**src/rtl/mapping_group_ctrl.sv**
```systemverilog
`default_nettype none
// ============================================================================
// Module      : mapping_group_ctrl
// Description : Sequencer for one mapping-group output path. It accepts
//               partial-sum beats over a valid/ready handshake. It walks the
//               four bit-plane shift steps of every group and issues the
//               shift-buffer write/read, accumulate and drain strobes.
// Revision    : 1.0 - initial release
// ============================================================================
module mapping_group_ctrl #(
   parameter int GRP_W = 4
) (
   input  logic             clk_i,
   input  logic             rst_i,
   input  logic             start_i,
   input  logic             abort_i,
   input  logic             mode_i,
   input  logic [GRP_W-1:0] num_groups_i,
   input  logic             adc_valid_i,
   output logic             adc_ready_o,
   output logic             buf_write_en_1_o,
   output logic             buf_write_en_2_o,
   output logic             buf_read_en_o,
   output logic             mode_o,
   output logic [1:0]       shift_count_o,
   output logic             accum_buf_write_o,
   output logic             accum_buf_read_o,
   output logic [GRP_W-1:0] group_idx_o,
   output logic             busy_o,
   output logic             done_o
);

   typedef enum logic [2:0] {
      S_IDLE  = 3'd0,
      S_WAIT1 = 3'd1,
      S_WAIT2 = 3'd2,
      S_READ  = 3'd3,
      S_ACCUM = 3'd4,
      S_DRAIN = 3'd5,
      S_DONE  = 3'd6
   } state_t;

   state_t           state_q, state_d;
   logic [1:0]       step_q, step_d;
   logic [GRP_W-1:0] grp_q, grp_d;
   logic [GRP_W-1:0] ngrp_q, ngrp_d;
   logic             mode_q, mode_d;
   logic [GRP_W-1:0] last_grp;

   // Index of the final group of the latched run.
   assign last_grp      = ngrp_q - {{(GRP_W-1){1'b0}}, 1'b1};

   assign mode_o        = mode_q;
   assign shift_count_o = step_q;
   assign group_idx_o   = grp_q;

   // State and run-context registers; reset returns to an idle, cleared run.
   always_ff @(posedge clk_i or posedge rst_i) begin
      if (rst_i) begin
         state_q <= S_IDLE;
         step_q  <= 2'd0;
         grp_q   <= '0;
         ngrp_q  <= '0;
         mode_q  <= 1'b0;
      end else begin
         state_q <= state_d;
         step_q  <= step_d;
         grp_q   <= grp_d;
         ngrp_q  <= ngrp_d;
         mode_q  <= mode_d;
      end
   end

   // Next-state sequencing and strobe decode; abort overrides everything.
   always_comb begin
      state_d           = state_q;
      step_d            = step_q;
      grp_d             = grp_q;
      ngrp_d            = ngrp_q;
      mode_d            = mode_q;
      adc_ready_o       = 1'b0;
      buf_write_en_1_o  = 1'b0;
      buf_write_en_2_o  = 1'b0;
      buf_read_en_o     = 1'b0;
      accum_buf_write_o = 1'b0;
      accum_buf_read_o  = 1'b0;
      done_o            = 1'b0;
      busy_o            = (state_q != S_IDLE);

      case (state_q)
         S_IDLE: begin
            if (start_i) begin
               if (num_groups_i != '0) begin
                  mode_d  = mode_i;
                  ngrp_d  = num_groups_i;
                  step_d  = 2'd0;
                  grp_d   = '0;
                  state_d = S_WAIT1;
               end else begin
                  state_d = S_DONE;
               end
            end
         end
         S_WAIT1: begin
            adc_ready_o      = 1'b1;
            buf_write_en_1_o = adc_valid_i;
            if (adc_valid_i) begin
               state_d = mode_q ? S_WAIT2 : S_READ;
            end
         end
         S_WAIT2: begin
            adc_ready_o      = 1'b1;
            buf_write_en_2_o = adc_valid_i;
            if (adc_valid_i) begin
               state_d = S_READ;
            end
         end
         S_READ: begin
            buf_read_en_o = 1'b1;
            state_d       = S_ACCUM;
         end
         S_ACCUM: begin
            accum_buf_write_o = 1'b1;
            if (step_q == 2'd3) begin
               state_d = S_DRAIN;
            end else begin
               step_d  = step_q + 2'd1;
               state_d = S_WAIT1;
            end
         end
         S_DRAIN: begin
            accum_buf_read_o = 1'b1;
            step_d           = 2'd0;
            if (grp_q == last_grp) begin
               state_d = S_DONE;
            end else begin
               grp_d   = grp_q + {{(GRP_W-1){1'b0}}, 1'b1};
               state_d = S_WAIT1;
            end
         end
         S_DONE: begin
            done_o  = 1'b1;
            state_d = S_IDLE;
         end
         default: begin
            state_d = S_IDLE;
         end
      endcase

      if (abort_i) begin
         adc_ready_o       = 1'b0;
         buf_write_en_1_o  = 1'b0;
         buf_write_en_2_o  = 1'b0;
         buf_read_en_o     = 1'b0;
         accum_buf_write_o = 1'b0;
         accum_buf_read_o  = 1'b0;
         done_o            = 1'b0;
         state_d           = S_IDLE;
         step_d            = 2'd0;
         grp_d             = '0;
         ngrp_d            = ngrp_q;
         mode_d            = mode_q;
      end
   end

endmodule
`default_nettype wire

```
**config.mk**
```make
export PLATFORM = sky130hd
export DESIGN_NAME = mapping_group_ctrl
export DESIGN_NICKNAME = d
export VERILOG_FILES = /design/src/rtl/mapping_group_ctrl.sv
export SDC_FILE = /design/constraint.sdc
export NUM_CORES = 1
export LEC_CHECK = 0
export CORE_MARGIN = 2
export CORE_UTILIZATION = 44
export CTS_CLUSTER_SIZE = 16
export DETAILED_ROUTE_END_ITERATION = 12
export GPL_TIMING_DRIVEN = 0
export HOLD_SLACK_MARGIN = 0.12
export PLACE_DENSITY = 0.75
export SETUP_SLACK_MARGIN = 0.1
export SYNTH_ARGS = -nofsm -noshare
export SYNTH_HDL_FRONTEND = slang
export SYNTH_SLANG_ARGS = --single-unit
```
**constraint.sdc**
```tcl
create_clock -name clk_i -period 1.5 [get_ports clk_i]
set_input_delay 0.375 -clock clk_i [delete_from_list [all_inputs] [get_ports clk_i]]
set_output_delay 0.375 -clock clk_i [all_outputs]
set_load 0.005 [all_outputs]
```
## Word level (Yosys, flattened, before mapping)

Index checks and enable logic that the tools add are counted.

| word-level totals | value |
|---|---|
| register bits | 14 |
| word-level logic and storage cells | 66 |
| output and inout bits | 15 |
| input bits | 10 |

| operators by class | value |
|---|---|
| equal/unequal tests | 14 |
| muxes and demuxes | 33 |
| bitwise gates (word level) | 1 |
| add/subtract/negate cells | 3 |
| reductions and logical operators | 10 |

Operator list:

| operator | number |
|---|---|
| $mux 3 | 7 |
| $ne 3x3->1 const B | 6 |
| $pmux 3 s6 | 1 |
| $mux 4 | 4 |
| $mux 1 | 15 |
| $reduce_and 4->1 | 3 |
| $eq 3x3->1 const B | 3 |
| $mux 2 | 4 |
| $pmux 4 s2 | 1 |
| $reduce_bool 4->1 | 2 |
| $eq 3x2->1 const B | 2 |
| $pmux 2 s3 | 1 |
| $reduce_bool 3->1 | 2 |
| $add 4x1->4 const B | 1 |
| $eq 4x4->1 | 1 |
| $sub 4x1->4 const B | 1 |
| $eq 3x1->1 const B | 1 |
| $logic_not 3->1 | 1 |
| $reduce_and 3->1 | 1 |
| $add 2x1->2 const B | 1 |
| $eq 2x2->1 const B | 1 |
| $reduce_or 2->1 | 1 |
| $not 1->1 | 1 |

## Depth between registers and ports, before layout

Gate-level depths: netlist of the first run.

| logic depth | value |
|---|---|
| word-level depth | 5 |
| gate-level depth with buffers | 6 |
| gate-level depth less buffers | 6 |

## Worst setup path after synthesis of the first run

Ideal clock, no wire load.

| path | value |
|---|---|
| path kind | in2reg |
| from | input num_groups_i[3] |
| to | register state_q[1] |
| path buffers | 1 |
| setup time | 94 ps |
| path slack | -158 ps |
| required time | 1406 ps |
| arrival | 1564 ps |
| stages on the path | 4 |
| path through | or4_4 > buf_6 > a211o_1 > a221oi_2 |

| on the way | value |
|---|---|
| cells in the longest elaborated chain, start to end | 5 |

RTL lines:

| item | line | source |
|---|---|---|
| start, declared | 18 | `input logic [GRP_W-1:0] num_groups_i,` |
| $reduce_bool 4->1 | 93 | `if (num_groups_i != '0) begin` |
| $mux 3 | 93 |  |
| $mux 3 | 92 | `if (start_i) begin` |
| $pmux 3 s6 | 90 | `case (state_q)` |
| $mux 3 | 150 | `if (abort_i) begin` |
| end signal, assigned | 66 | `state_q <= state_d;` |
| end, declared | 43 | `state_t state_q, state_d;` |

Every way passes these cells. The select of a mux whose other input is x is not followed.
A chain may end at the register's enable or synchronous reset.

## Final worst setup path of the first run

| path | value |
|---|---|
| from | register ngrp_q[2] |
| to | register state_q[2] |

| on the way | value |
|---|---|
| cells in the longest elaborated chain, start to end | 5 |

RTL lines:

| item | line | source |
|---|---|---|
| start, declared | 46 | `logic [GRP_W-1:0] ngrp_q, ngrp_d;` |
| start signal, assigned | 69 | `ngrp_q <= ngrp_d;` |
| $sub 4x1->4 | 51 | `assign last_grp = ngrp_q - {{(GRP_W-1){1'b0}}, 1'b1};` |
| $eq 4x4->1 | 134 | `if (grp_q == last_grp) begin` |
| $mux 3 | 134 |  |
| $pmux 3 s6 | 90 |  |
| $mux 3 | 150 |  |

Every way passes these cells.

==> results.toml, run 1 <==
[outcome]
status = "complete, but fails checks"
violations = "negative setup slack"

[global_route]
antenna_found_initial = 0
grt_max_degree = 15
grt_pass1_wl_um = 5160
gr-usage-all-layers_pct = 25.8
grt_pass1_vias = 1108
grt-ovfl-total = 0

[synthesis]
yosysSeqAreaShare_pct = 33.3
synth_area_mm2 = 0.00105
yosysWarningCount = 0
avgSynthCellArea_um2 = 9.75
ys_types = 42
async_flop_share_pct = 100
synthFlopType = "dfrtp_1"
ys_seq_elements = 14
synth_nets = 121
synth_edf_count = 0
syn_inst = 108

[route]
drtPass1Iterations = 5
routedWlPerCell_um = 20.0
ant_nets = 0
via_per_inst = 5.76
drt-initial-drc-count = 20
wirelength_um = 4020
vias = 1157
post-route-drc-count = 0

[clocking]
cts-root-buf = "clkbuf_4"
cts_tree = "done"
cts_buffers = 3
cts_max_level = 1
clock_sinks = 14
ctsLongestPathBuffers = 2
clkTransAtPathRegs_ns = 0.09
clock_latency_ns = 0.29
ctsHoldBuffers = 0

[sta]
fin_skew_ns = 0.00203
fin_ws_ns = -0.339
finalCritPeriodShare_pct = 123
setup_viol = 22
slew-limit-headroom_pct = 62.3
layout_min_cycle_time_ns = 1.84
tightest_slew_ns = 0.565
hold_viol = 0
rsz0062_at_grt = "true"
drv_slew = 0
fmax_ghz = 0.544

[min_path]
hold_class = "input port to async pin"

[worst_setup_path]
r2r_end = "state_q[2]"
start_kind = "register"
crit_arrival_ns = 2.03
crit_required_ns = 1.69
critPathKind = "register to register"
r2r_start = "ngrp_q[2]"
rr_worst_depth = 4
cp_max_fo = 5
end_kind = "register"
worst-r2r-setup-slack_ns = -0.34

[die]
die_area_mm2 = 0.00280
num_rows = 17
fp.dieH_um = 52.9
io_pins = 25
initial_core_util_pct = 47.2
die_w_um = 52.9
core-area_mm2 = 0.00223

[power]
power_mw = 2.90
power.leakage_nw = 0.864
power_density_mw_per_mm2 = 1460
ir_drop_v = 0.00125

[finish]
finalNetCount = 187
drive_gt1_share_pct = 57.8
final_cells = 201
final_util_pct = 88.8
syn_to_final_growth_pct = 88.2
diodes = 0

[placement]
dpl.cell_count = 160
globalplace.congestion = 0.844
place_hpwl_um = 1870
io_buffers = 24
pre_cts_ws_ns = -1.17

[run]
cap_viol_max_count = 0
## per-layer routing
metal,vias to the layer above,share of wire (%),global-route usage [%]
met5,-,0,0
li1,525,-,-
met3,14,4.5,3.67
met2,50,55,47.3
met1,568,38,29.5
met4,0,3.0,10.7
## layout by cell type (no fill, tap or decap), drive strengths merged, types with 3 or more instances in the layout
cell type	n
ha	3
buf	50
a21oi	3
dlygate4sd2	7
mux2i	4
mux2	5
nand2	9
dfrtp	14
clkbuf	7
or4	3
xnor2	4
nor3	6
nand2b	6
clkdlybuf4s15	5
nor2	5
o21ai	3
a211oi	3
inv	6
## area by class of cell
class | count | area [um^2]
multi-input cells | 80 | 911
repair buffers | 62 | 527
flip-flops and latches | 14 | 354
fillers | 93 | 250
plain buffers | 6 | 81.3
inverters | 7 | 38.8
clock buffers | 4 | 36.3
well taps | 28 | 35.0
## state kept, by name (all words and copies together), names as in the netlist
signal         flops
shift_count_o      2
mode_o             1
state_q            3
ngrp_q             4
group_idx_o        4
## synth_stat cells, types with 2 or more instances
cell / number / area [um^2]
dfrtp_1: 14 / 350
nand2_1: 9 / 33.8
inv_1: 7 / 26.3
nand2b_1: 6 / 37.5
nor2_1: 5 / 18.8
mux2i_1: 4 / 40.0
nor3_1: 4 / 20.0
xnor2_1: 4 / 35.0
a21oi_1: 3 / 15.0
buf_2: 3 / 15.0
ha_1: 3 / 37.5
mux2_2: 3 / 33.8
o21ai_0: 3 / 15.0
a211o_1: 2 / 17.5
a211oi_1: 2 / 15.0
clkbuf_1: 2 / 7.51
mux2_1: 2 / 22.5
nand3_1: 2 / 10.0
nand4_1: 2 / 12.5
nor2b_1: 2 / 12.5
nor3_2: 2 / 20.0
nor4b_1: 2 / 17.5
o211ai_1: 2 / 15.0
or4_1: 2 / 15.0
## cells by family (layout without fill, tap and decap cells)
family / Yosys count / after routing / share of synthesized area (%)
fa+ha+maj: 3 / 3 / 3.56
buf+inv: 14 / 79 / 6.41
flops: 14 / 14 / 33.3
xor+xnor: 6 / 6 / 6.41
compound gates: 22 / 22 / 19.1
simple gates: 40 / 40 / 22.1
mux: 9 / 9 / 9.14
## power by group
| group | internal [mW] | leakage (nW) | switching [mW] |
|---|---|---|---|
| Clock | 0.148 | 0.0210 | 0.140 |
| Sequential | 0.470 | 0.178 | 0.0965 |
| Combinational | 1.06 | 0.664 | 0.979 |
## critical path, cell delays in order, from the launching register on
cell and delay, ns:
dfrtp_1 0.47, xor3_1 0.43, nor3_4 0.34, nand4_1 0.19
a221oi_2 0.30
## worst max path at each step
stage                                from          endpoint  slack [ns]  depth (start not counted)
after floorplan           num_groups_i[3]        state_q[1]        -0.1                          4
after global placement            abort_i  buf_write_en_2_o       -1.16                          5
after detailed placement          abort_i  buf_write_en_2_o       -1.17                          5
after CTS                      state_q[1]  buf_write_en_1_o       -0.24                          4
after global routing            ngrp_q[0]        state_q[2]       -0.40                          6
final                           ngrp_q[2]        state_q[2]       -0.34                          4
## per-stage QoR
stage               hold WS (ns)  setup TNS [ns]  area (um^2)
detailed placement         0.522          -15.18         1390
CTS                        0.434           -3.50         1670
global route               0.436           -6.21         1980
global placement           0.512          -14.64         1390
finish                     0.435           -4.97         1980
floorplan                  0.264          -0.729         1110
## what timing repair did
item,in CTS,in global routing
gates resized for setup,75,49
setup buffers,24,14
endpoints found under the setup margin,29,24
hold endpoints to repair,0,0
cloned,0,0
pin swaps,14,16
No activity file was read; power rests on OpenSTA's default activity.
==> run 2: changes to the inputs <==
Settings changed: SLEW_MARGIN set to 20.
==> results of run 2 <==
No change in the layout: final DEF, timing and power equal those of run 1.
==> run 3: changes to the inputs <==
Settings changed: CTS_CLUSTER_SIZE 16 to 8.
==> results of run 3 <==
No change in the layout: final DEF, timing and power equal those of run 1.
